**config.mk**
```make
export PLATFORM = sky130hd
export DESIGN_NAME = bram_word_loader
export DESIGN_NICKNAME = d
export VERILOG_FILES = /design/src/rtl/bram_word_loader.sv
export SDC_FILE = /design/constraint.sdc
export NUM_CORES = 1
export LEC_CHECK = 0
export ABC_CLOCK_PERIOD_IN_PS = 6400
export CAP_MARGIN = 0
export CORE_ASPECT_RATIO = 1.4
export CORE_MARGIN = 3
export CORE_UTILIZATION = 55
export CTS_CLUSTER_DIAMETER = 80
export CTS_CLUSTER_SIZE = 8
export DETAILED_ROUTE_END_ITERATION = 7
export HOLD_SLACK_MARGIN = 0.08
export PLACE_DENSITY_LB_ADDON = 0.12
export SYNTH_ARGS = -nofsm -noshare
export SYNTH_HDL_FRONTEND = slang
export SYNTH_SLANG_ARGS = --single-unit
export TNS_END_PERCENT = 1
```
**constraint.sdc**
```tcl
create_clock -name clk -period 6.4 [get_ports clk]
set_input_delay 0.96 -clock clk [delete_from_list [all_inputs] [get_ports clk]]
set_output_delay 0.96 -clock clk [all_outputs]
set_load 0.02 [all_outputs]
```
**src/rtl/bram_word_loader.sv**
```systemverilog
// Boot-time byte-stream loader: packs accepted bytes little-endian into 32-bit
// words and issues one single-cycle SPBRAM write per word at incrementing addresses.
module bram_word_loader #(
  parameter int ADDRESS_BITWIDTH = 16,
  parameter int START_ADDRESS    = 0
) (
  input  logic                      clk,
  input  logic                      rst,
  input  logic                      start,
  input  logic [7:0]                in_data,
  input  logic                      in_valid,
  input  logic                      in_last,
  output logic                      in_ready,
  output logic                      bram_write_enable,
  output logic [31:0]               bram_address,
  output logic [31:0]               bram_data_in,
  output logic                      busy,
  output logic                      done,
  output logic                      overflow,
  output logic [ADDRESS_BITWIDTH:0] word_count
);

  localparam int AW = ADDRESS_BITWIDTH;
  localparam logic [AW-1:0] START     = AW'(START_ADDRESS);
  localparam logic [AW-1:0] LAST_ADDR = '1;
  localparam logic [AW:0]   CAPACITY  = (AW+1)'((1 << AW) - START_ADDRESS);

  typedef enum logic [1:0] {S_IDLE, S_COLLECT, S_WRITE, S_DONE} state_t;

  state_t        state_q, state_d;
  logic [1:0]    lane_q, lane_d;
  logic [31:0]   word_q, word_d;
  logic [31:0]   data_q, data_d;
  logic [AW-1:0] addr_q, addr_d;
  logic [AW:0]   count_q, count_d;
  logic          ovf_q, ovf_d;
  logic          last_q, last_d;
  logic [31:0]   word_next;

  always_ff @(posedge clk or posedge rst) begin
    if (rst) begin
      state_q <= S_IDLE;
      lane_q  <= 2'd0;
      word_q  <= 32'h0;
      data_q  <= 32'h0;
      addr_q  <= START;
      count_q <= '0;
      ovf_q   <= 1'b0;
      last_q  <= 1'b0;
    end else begin
      state_q <= state_d;
      lane_q  <= lane_d;
      word_q  <= word_d;
      data_q  <= data_d;
      addr_q  <= addr_d;
      count_q <= count_d;
      ovf_q   <= ovf_d;
      last_q  <= last_d;
    end
  end

  // Lane 0 opens a new word, so stale upper lanes are cleared there.
  always_comb begin
    if (lane_q == 2'd0) begin
      word_next = {24'h0, in_data};
    end else begin
      word_next = word_q;
      word_next[{lane_q, 3'b000} +: 8] = in_data;
    end
  end

  always_comb begin
    state_d = state_q;
    lane_d  = lane_q;
    word_d  = word_q;
    data_d  = data_q;
    addr_d  = addr_q;
    count_d = count_q;
    ovf_d   = ovf_q;
    last_d  = last_q;
    case (state_q)
      S_IDLE, S_DONE: begin
        if (start) begin
          state_d = S_COLLECT;
          lane_d  = 2'd0;
          addr_d  = START;
          count_d = '0;
          ovf_d   = 1'b0;
          last_d  = 1'b0;
        end
      end
      S_COLLECT: begin
        if (in_valid) begin
          word_d = word_next;
          if (lane_q == 2'd3 || in_last) begin
            lane_d = 2'd0;
            last_d = in_last;
            // A word that would land past the top of BRAM is dropped.
            if (count_q == CAPACITY) begin
              ovf_d   = 1'b1;
              state_d = S_DONE;
            end else begin
              data_d  = word_next;
              state_d = S_WRITE;
            end
          end else begin
            lane_d = lane_q + 2'd1;
          end
        end
      end
      S_WRITE: begin
        count_d = count_q + 1'b1;
        if (addr_q != LAST_ADDR) addr_d = addr_q + 1'b1;
        state_d = last_q ? S_DONE : S_COLLECT;
      end
      default: state_d = S_IDLE;
    endcase
  end

  assign in_ready          = (state_q == S_COLLECT);
  assign bram_write_enable = (state_q == S_WRITE);
  assign busy              = (state_q == S_COLLECT) || (state_q == S_WRITE);
  assign done              = (state_q == S_DONE);
  assign overflow          = ovf_q;
  assign word_count        = count_q;
  assign bram_address      = 32'(addr_q);
  assign bram_data_in      = data_q;

endmodule

```
==> results of run 1 <==
==> registers in the layout (all words and copies together) (netlist names) <==
name and flops:
bram_data_in 32, word_q 32, word_count 17, addr_q 16, lane_q 2, state_q 2, last_q 1, overflow 1
==> placed cells by master, fill, tap and decap left out, types with 4 or more instances in the layout <==
cell             netlist  final
nor3_1                 8      8
nand3_1               19     19
clkbuf_16              0      9
nand4_1                8      8
nor2b_1               25     25
xnor2_1                7      7
ha_1                  11     10
inv_1                 10      9
a21oi_1               29     29
a22o_1                 4      4
nor2_1                48     48
mux2i_1               10     10
o21ai_0               22     22
clkdlybuf4s50_1        0     82
dfrtp_1              103    103
mux2_2                26     26
nand2_1               70     70
and3_1                 6      6
xor2_1                10     10
buf_4                 17      5
conb_1                 1     16
nor4_1                 5      5
o31ai_1               32     32
==> per-layer routing <==
layer  global-route usage  vias to the layer above  wire length (um)
met5                    0                        -                 0
met4                0.112                        0               329
met3               0.0379                       20               396
met2                0.372                      101              6020
met1                0.289                     2011              5040
li1                     -                     1968                 -
==> Yosys cell counts, types with 2 or more instances <==
| library cell | count |
|---|---|
| nor2b_1 | 25 |
| dfrtp_1 | 103 |
| nand2_1 | 70 |
| clkbuf_1 | 14 |
| nor3_1 | 8 |
| buf_1 | 3 |
| and3_1 | 6 |
| nor4_2 | 2 |
| mux2_2 | 26 |
| a31oi_1 | 2 |
| or3_1 | 2 |
| a22o_1 | 4 |
| mux2i_1 | 10 |
| xnor2_1 | 7 |
| o211ai_1 | 2 |
| buf_2 | 7 |
| o21ai_0 | 22 |
| nand2b_1 | 2 |
| o31ai_1 | 32 |
| nand4_1 | 8 |
| and2_1 | 2 |
| nor4b_1 | 2 |
| inv_1 | 10 |
| a21oi_1 | 29 |
| ha_1 | 11 |
| xor2_1 | 10 |
| buf_4 | 17 |
| nand3_1 | 19 |
| or4_1 | 2 |
| nor2_1 | 48 |
| nor4_1 | 5 |
| a21o_1 | 2 |
==> stage by stage <==
stage / worst slack [ps] / std cells / total power, mW / hold slack, ps
floorplan: 2740 / 547 / 1.34 / 441
global placement: 3220 / 699 / 1.54 / 451
detailed placement: 3080 / 699 / 1.56 / 458
CTS: 3160 / 714 / 2.11 / 472
global route: 3050 / 714 / 2.22 / 491
finish: 3160 / 714 / 2.10 / 471
==> power by group <==
| part | leakage (nW) | switching [mW] | total [mW] | internal [mW] |
|---|---|---|---|---|
| Combinational | 1.29 | 0.488 | 0.758 | 0.270 |
| Clock | 0.145 | 0.228 | 0.550 | 0.322 |
| Sequential | 1.40 | 0.0626 | 0.795 | 0.733 |
| Total | 2.83 | 0.779 | 2.10 | 1.32 |
==> cells by family (layout without fill, tap and decap cells) <==
| kind of cell | Yosys count | in the layout | synth area share |
|---|---|---|---|
| AND/OR/NAND/NOR | 211 | 211 | 0.202 |
| flip-flops | 103 | 103 | 0.491 |
| AO/OA/AOI/OAI | 100 | 100 | 0.121 |
| buffers and inverters | 52 | 112 | 0.0525 |
| multiplexers | 37 | 37 | 0.0775 |
| XOR/XNOR | 17 | 17 | 0.0284 |
| adder cells (fa/ha/maj) | 11 | 11 | 0.0262 |
| other | 1 | 16 | 0.000715 |
==> worst register-to-register path: stages (launching register included) <==
cell     delay [ps]
dfrtp_1         410
inv_1           100
ha_1            680
mux2i_2         440
nor2_1          690
buf_4           310
nor4_1           80
==> how the worst max path moves through the flow <==
| stage | start | to | slack (ps) | cells past startpoint |
|---|---|---|---|---|
| 2_1_floorplan | rst | addr_q[0] | 2740 | 1 |
| 3_3_place_gp | start | addr_q[3] | 3220 | 5 |
| 3_5_place_dp | start | addr_q[3] | 3080 | 5 |
| 4_1_cts | state_q[0] | bram_write_enable | 3160 | 3 |
| 5_1_grt | state_q[0] | bram_write_enable | 3050 | 3 |
| 6_report | state_q[0] | bram_write_enable | 3160 | 3 |
==> cell type report <==
| class | count | area, um^2 |
|---|---|---|
| tap | 107 | 134 |
| clock inverter | 3 | 42.5 |
| multi-input combinational | 392 | 2450 |
| fill | 758 | 2770 |
| clock buffer | 12 | 256 |
| sequential | 103 | 2580 |
| inverter | 10 | 40.0 |
| timing repair buffer | 87 | 858 |
==> results.cfg, run 1 <==
[floorplanning]
rows = 41
die_area_um2 = 10800
initial_core_util = 0.575
dieHeight_um = 122
fp.dieW_um = 88.5
core-area_um2 = 9130
io_pins = 99

[global_routing]
gr-usage-all-layers = 0.227
grt_pass1_vias = 4084
grt_pass1_wl_mm = 19.3
grt-ovfl-total = 0
grt_max_degree = 61
antenna_found_initial = 0

[routing]
vias_per_cell = 5.74
ant_nets = 0
drt_iter0_drc = 229
via_count = 4100
wl_mm = 11.8
wl_per_cell_um = 16.5
drc = 0
first_pass_iters = 4

[critical_path]
r2r_slack_ps = 3560
crit_type = flip-flop to primary output
path_buf_inv = 2
cp_max_fo = 22
crit_path_start_kind = flip-flop
worstReg2RegEnd = addr_q[3]
crit_chain = inv_1 > ha_1 > clkdlybuf4s50_1
crit_family = buffers and inverters
cp-end-kind = primary output
rr_worst_depth = 6
cpPeakStageDelay_ps = 750
critPathSlowestCell = clkdlybuf4s50_1
required_ps = 5440
r2r-start = state_q[0]
worst_ep_arrival_time_ps = 2280

[placement]
place_area_um2 = 6060
gp_congestion = 0.836
portBuffers = 82
dpl.hpwl_mm = 8.06

[power]
vdd_drop_max_v = 0.000255
p_leak_nw = 2.83
power_density_nw_per_um2 = 331

[logic_synthesis]
synth_seq_cells = 103
syn_inst = 532
syn_area_per_cell_um2 = 9.86
synth_area_um2 = 5250
synth.area.top_cells = dfrtp_1, mux2_2, nand2_1
synth_top_cell_by_area = dfrtp_1
synth_cell_type_count = 52
synth-seq-area-share = 0.491
async_flop_share = 1.00
synth-edff-count = 0
netlist.area_leader.share = 0.491
ys.flop_type = dfrtp_1
yosys_warnings = 0

[timing]
post-route-period-util = 0.506
hold_violations = 0
slew_viol_final = 0
max_slew_margin = 0.200
grt_setup_unrepaired = false
tns_ps = 0
setup_viol = 0
skew_ps = 4.34
layout_min_cycle_time_ps = 3240
worstMarginPinSlew_ps = 1180
clock.fmax_mhz = 309

[cts]
cts_tree = built
cts.path.max_buffers = 2
cts.sinks = 103
cts_setup_buffers = 0
postCtsHoldBufs = 0
cts.clk_slew.worst_paths_ps = 60
cts-buffers-inserted = 9
worstSkewPairLatency_ps = 340
cts_root_buf = clkbuf_16
htreeDepth = 3
cts_resized = 0

[run]
maxCapViolCount = 0

[hold_path]
hp-start = word_q[27]
hold_path_class = flip-flop to flip-flop
hold_depth = 2
hold_end = word_q[27]

[layout]
diodes = 0
drive_above_1_share = 0.0939
fin_util = 0.697
area_growth_pct = 21.2
fin_area_um2 = 6360
nets = 627

[run_status]
outcome = completed
Note: power is estimated with default switching activity, not from simulation.
==> run 2, diff against run 1 <==
ABC_CLOCK_PERIOD_IN_PS = 2600   (was 6400)
CORE_UTILIZATION = 47   (was 55)
clock period = 2.6 ns   (was 6.4 ns; I/O delays follow)
==> run 2 against run 1 <==
Combinational power increased to 2.6 times the previous value. First-iteration DRC count decreased by 27%. Sequential power increased by 150%. Clock power increased by 150%. Utilization decreased by 9.6 points. Sequential cell count unchanged. Setup slack got worse by 3000 ps. Largest power group unchanged. Highest routed layer unchanged.
==> results.cfg, run 2 (synthesis results as in run 1) <==
[run_status]
outcome = completed

[routing]
via_count = 4035
wl_mm = 11.8
first_pass_iters = 5
drt_iter0_drc = 167
vias_per_cell = 5.32
wl_per_cell_um = 15.5
ant_nets = 0
drc = 0

[layout]
seqCellArea_um2 = 2580
fin_util = 0.600
fin_area_um2 = 6520
layout_commonest_cell = dfrtp_1
fillers = 913
multiInputGateArea_um2 = 2450
diodes = 0
mostFrequentLayoutCells = dfrtp_1, clkdlybuf4s50_1, nand2_1
drive_above_1_share = 0.110
nets = 636
area_growth_pct = 24.3

[placement]
portBuffers = 82
place_area_um2 = 6220
dpl.hpwl_mm = 8.39
gp_congestion = 0.914

[cts]
cts.path.max_buffers = 2
cts_tree = built
worstSkewPairLatency_ps = 340
postCtsHoldBufs = 0
cts.clk_slew.worst_paths_ps = 60
htreeDepth = 3
cts_resized = 0
cts-buffers-inserted = 9
cts.sinks = 103
cts_setup_buffers = 0
cts_root_buf = clkbuf_16

[critical_path]
crit_type = flip-flop to primary output
path_buf_inv = 4
rr_worst_depth = 8
cp-end-kind = primary output
worstReg2RegEnd = word_count[14]
r2r_slack_ps = 420
cp_max_fo = 8
cpPeakStageDelay_ps = 640
crit_chain = inv_1 > ha_1 > buf_4 > inv_1 > clkdlybuf4s50_1
required_ps = 2210
crit_top_cell = inv_1
crit_path_start_kind = flip-flop
worst_ep_arrival_time_ps = 2100
critPathSlowestCell = clkdlybuf4s50_1
crit_family = buffers and inverters
r2r-start = state_q[0]

[power]
p_leak_nw = 2.89
vdd_drop_max_v = 0.000569
power_density_nw_per_um2 = 807

[floorplanning]
io_pins = 99
die_area_um2 = 12500
core-area_um2 = 10900
fp.dieW_um = 95.3
initial_core_util = 0.483
dieHeight_um = 131
rows = 45

[timing]
post-route-period-util = 0.956
clock.fmax_mhz = 402
hold_violations = 0
worstMarginPinSlew_ps = 787
skew_ps = 7.22
layout_min_cycle_time_ps = 2490
max_slew_margin = 0.473
slew_viol_final = 0
setup_viol = 0
grt_setup_unrepaired = false
tns_ps = 0

[global_routing]
grt-ovfl-total = 0
grt_pass1_vias = 4074
antenna_found_initial = 0
grt_max_degree = 50
gr-usage-all-layers = 0.201
grt_pass1_wl_mm = 19.7

[hold_path]
hold_depth = 2
hp-start = word_q[20]
hold_path_class = flip-flop to flip-flop
hold_end = word_q[20]

[run]
maxCapViolCount = 0
[run 2: changes by cell type in the layout (fill, tap and decap cells not counted)]
| cell | before | now |
|---|---|---|
| inv_4 | 1 | 0 |
| clkinvlp_4 | 1 | 3 |
| clkinv_2 | 1 | 3 |
| clkbuf_8 | 2 | 1 |
| buf_4 | 5 | 10 |
| buf_12 | 0 | 4 |
| clkbuf_1 | 1 | 0 |
[run 2: worst max path at each step]
stage                          start             end  slack, ps  cells after the start
final                     state_q[0]            busy        110                      5
after CTS                 state_q[0]            busy        110                      5
after detailed placement       start  word_count[13]        360                      5
after global routing      state_q[0]            busy         30                      5
after global placement         start  word_count[14]        430                      7
after floorplan           state_q[0]      addr_q[13]        560                      8
[run 2: tightest hold or removal path, delay by kind of cell (launching register included)]
family | cells | cell delay (ps)
compound gates | 1 | 50
flops | 1 | 340
simple gates | 1 | 50
[run 2: stage by stage]
step                power [mW]  setup WS [ps]  instances  hold WS, ps
floorplan                 3.30            559        547          441
CTS                       5.31            106        758          473
finish                    5.26            115        758          470
detailed placement        3.95            360        742          458
global route              5.59           34.5        758          496
global placement          3.91            431        742          451
[run 2: metal layers]
| layer | up-vias | global-route usage | share of wire |
|---|---|---|---|
| met5 | - | 0 | 0 |
| li1 | 1993 | - | - |
| met2 | 105 | 0.332 | 0.50 |
| met3 | 23 | 0.0372 | 0.041 |
| met4 | 0 | 0.0986 | 0.029 |
| met1 | 1914 | 0.253 | 0.43 |
[run 2: where the power goes]
group / internal, mW / leakage (nW) / switching (mW) / total (mW)
Sequential: 1.80 / 1.40 / 0.153 / 1.96
Combinational: 0.748 / 1.35 / 1.21 / 1.96
Clock: 0.767 / 0.144 / 0.579 / 1.35
Total: 3.32 / 2.89 / 1.94 / 5.26
[run 2: area by class of cell]
cell class	instances	area share
sequential	103	0.395
multi-input combinational	392	0.376
timing repair buffer	96	0.150
clock buffer	10	0.0366
tap	141	0.0270
clock inverter	6	0.00921
inverter	10	0.00633
==> run 3, diff against run 2 <==
SLEW_MARGIN = 20   (was default)
==> results of run 3 <==
Final layout, timing and power as in run 2 (identical DEF).
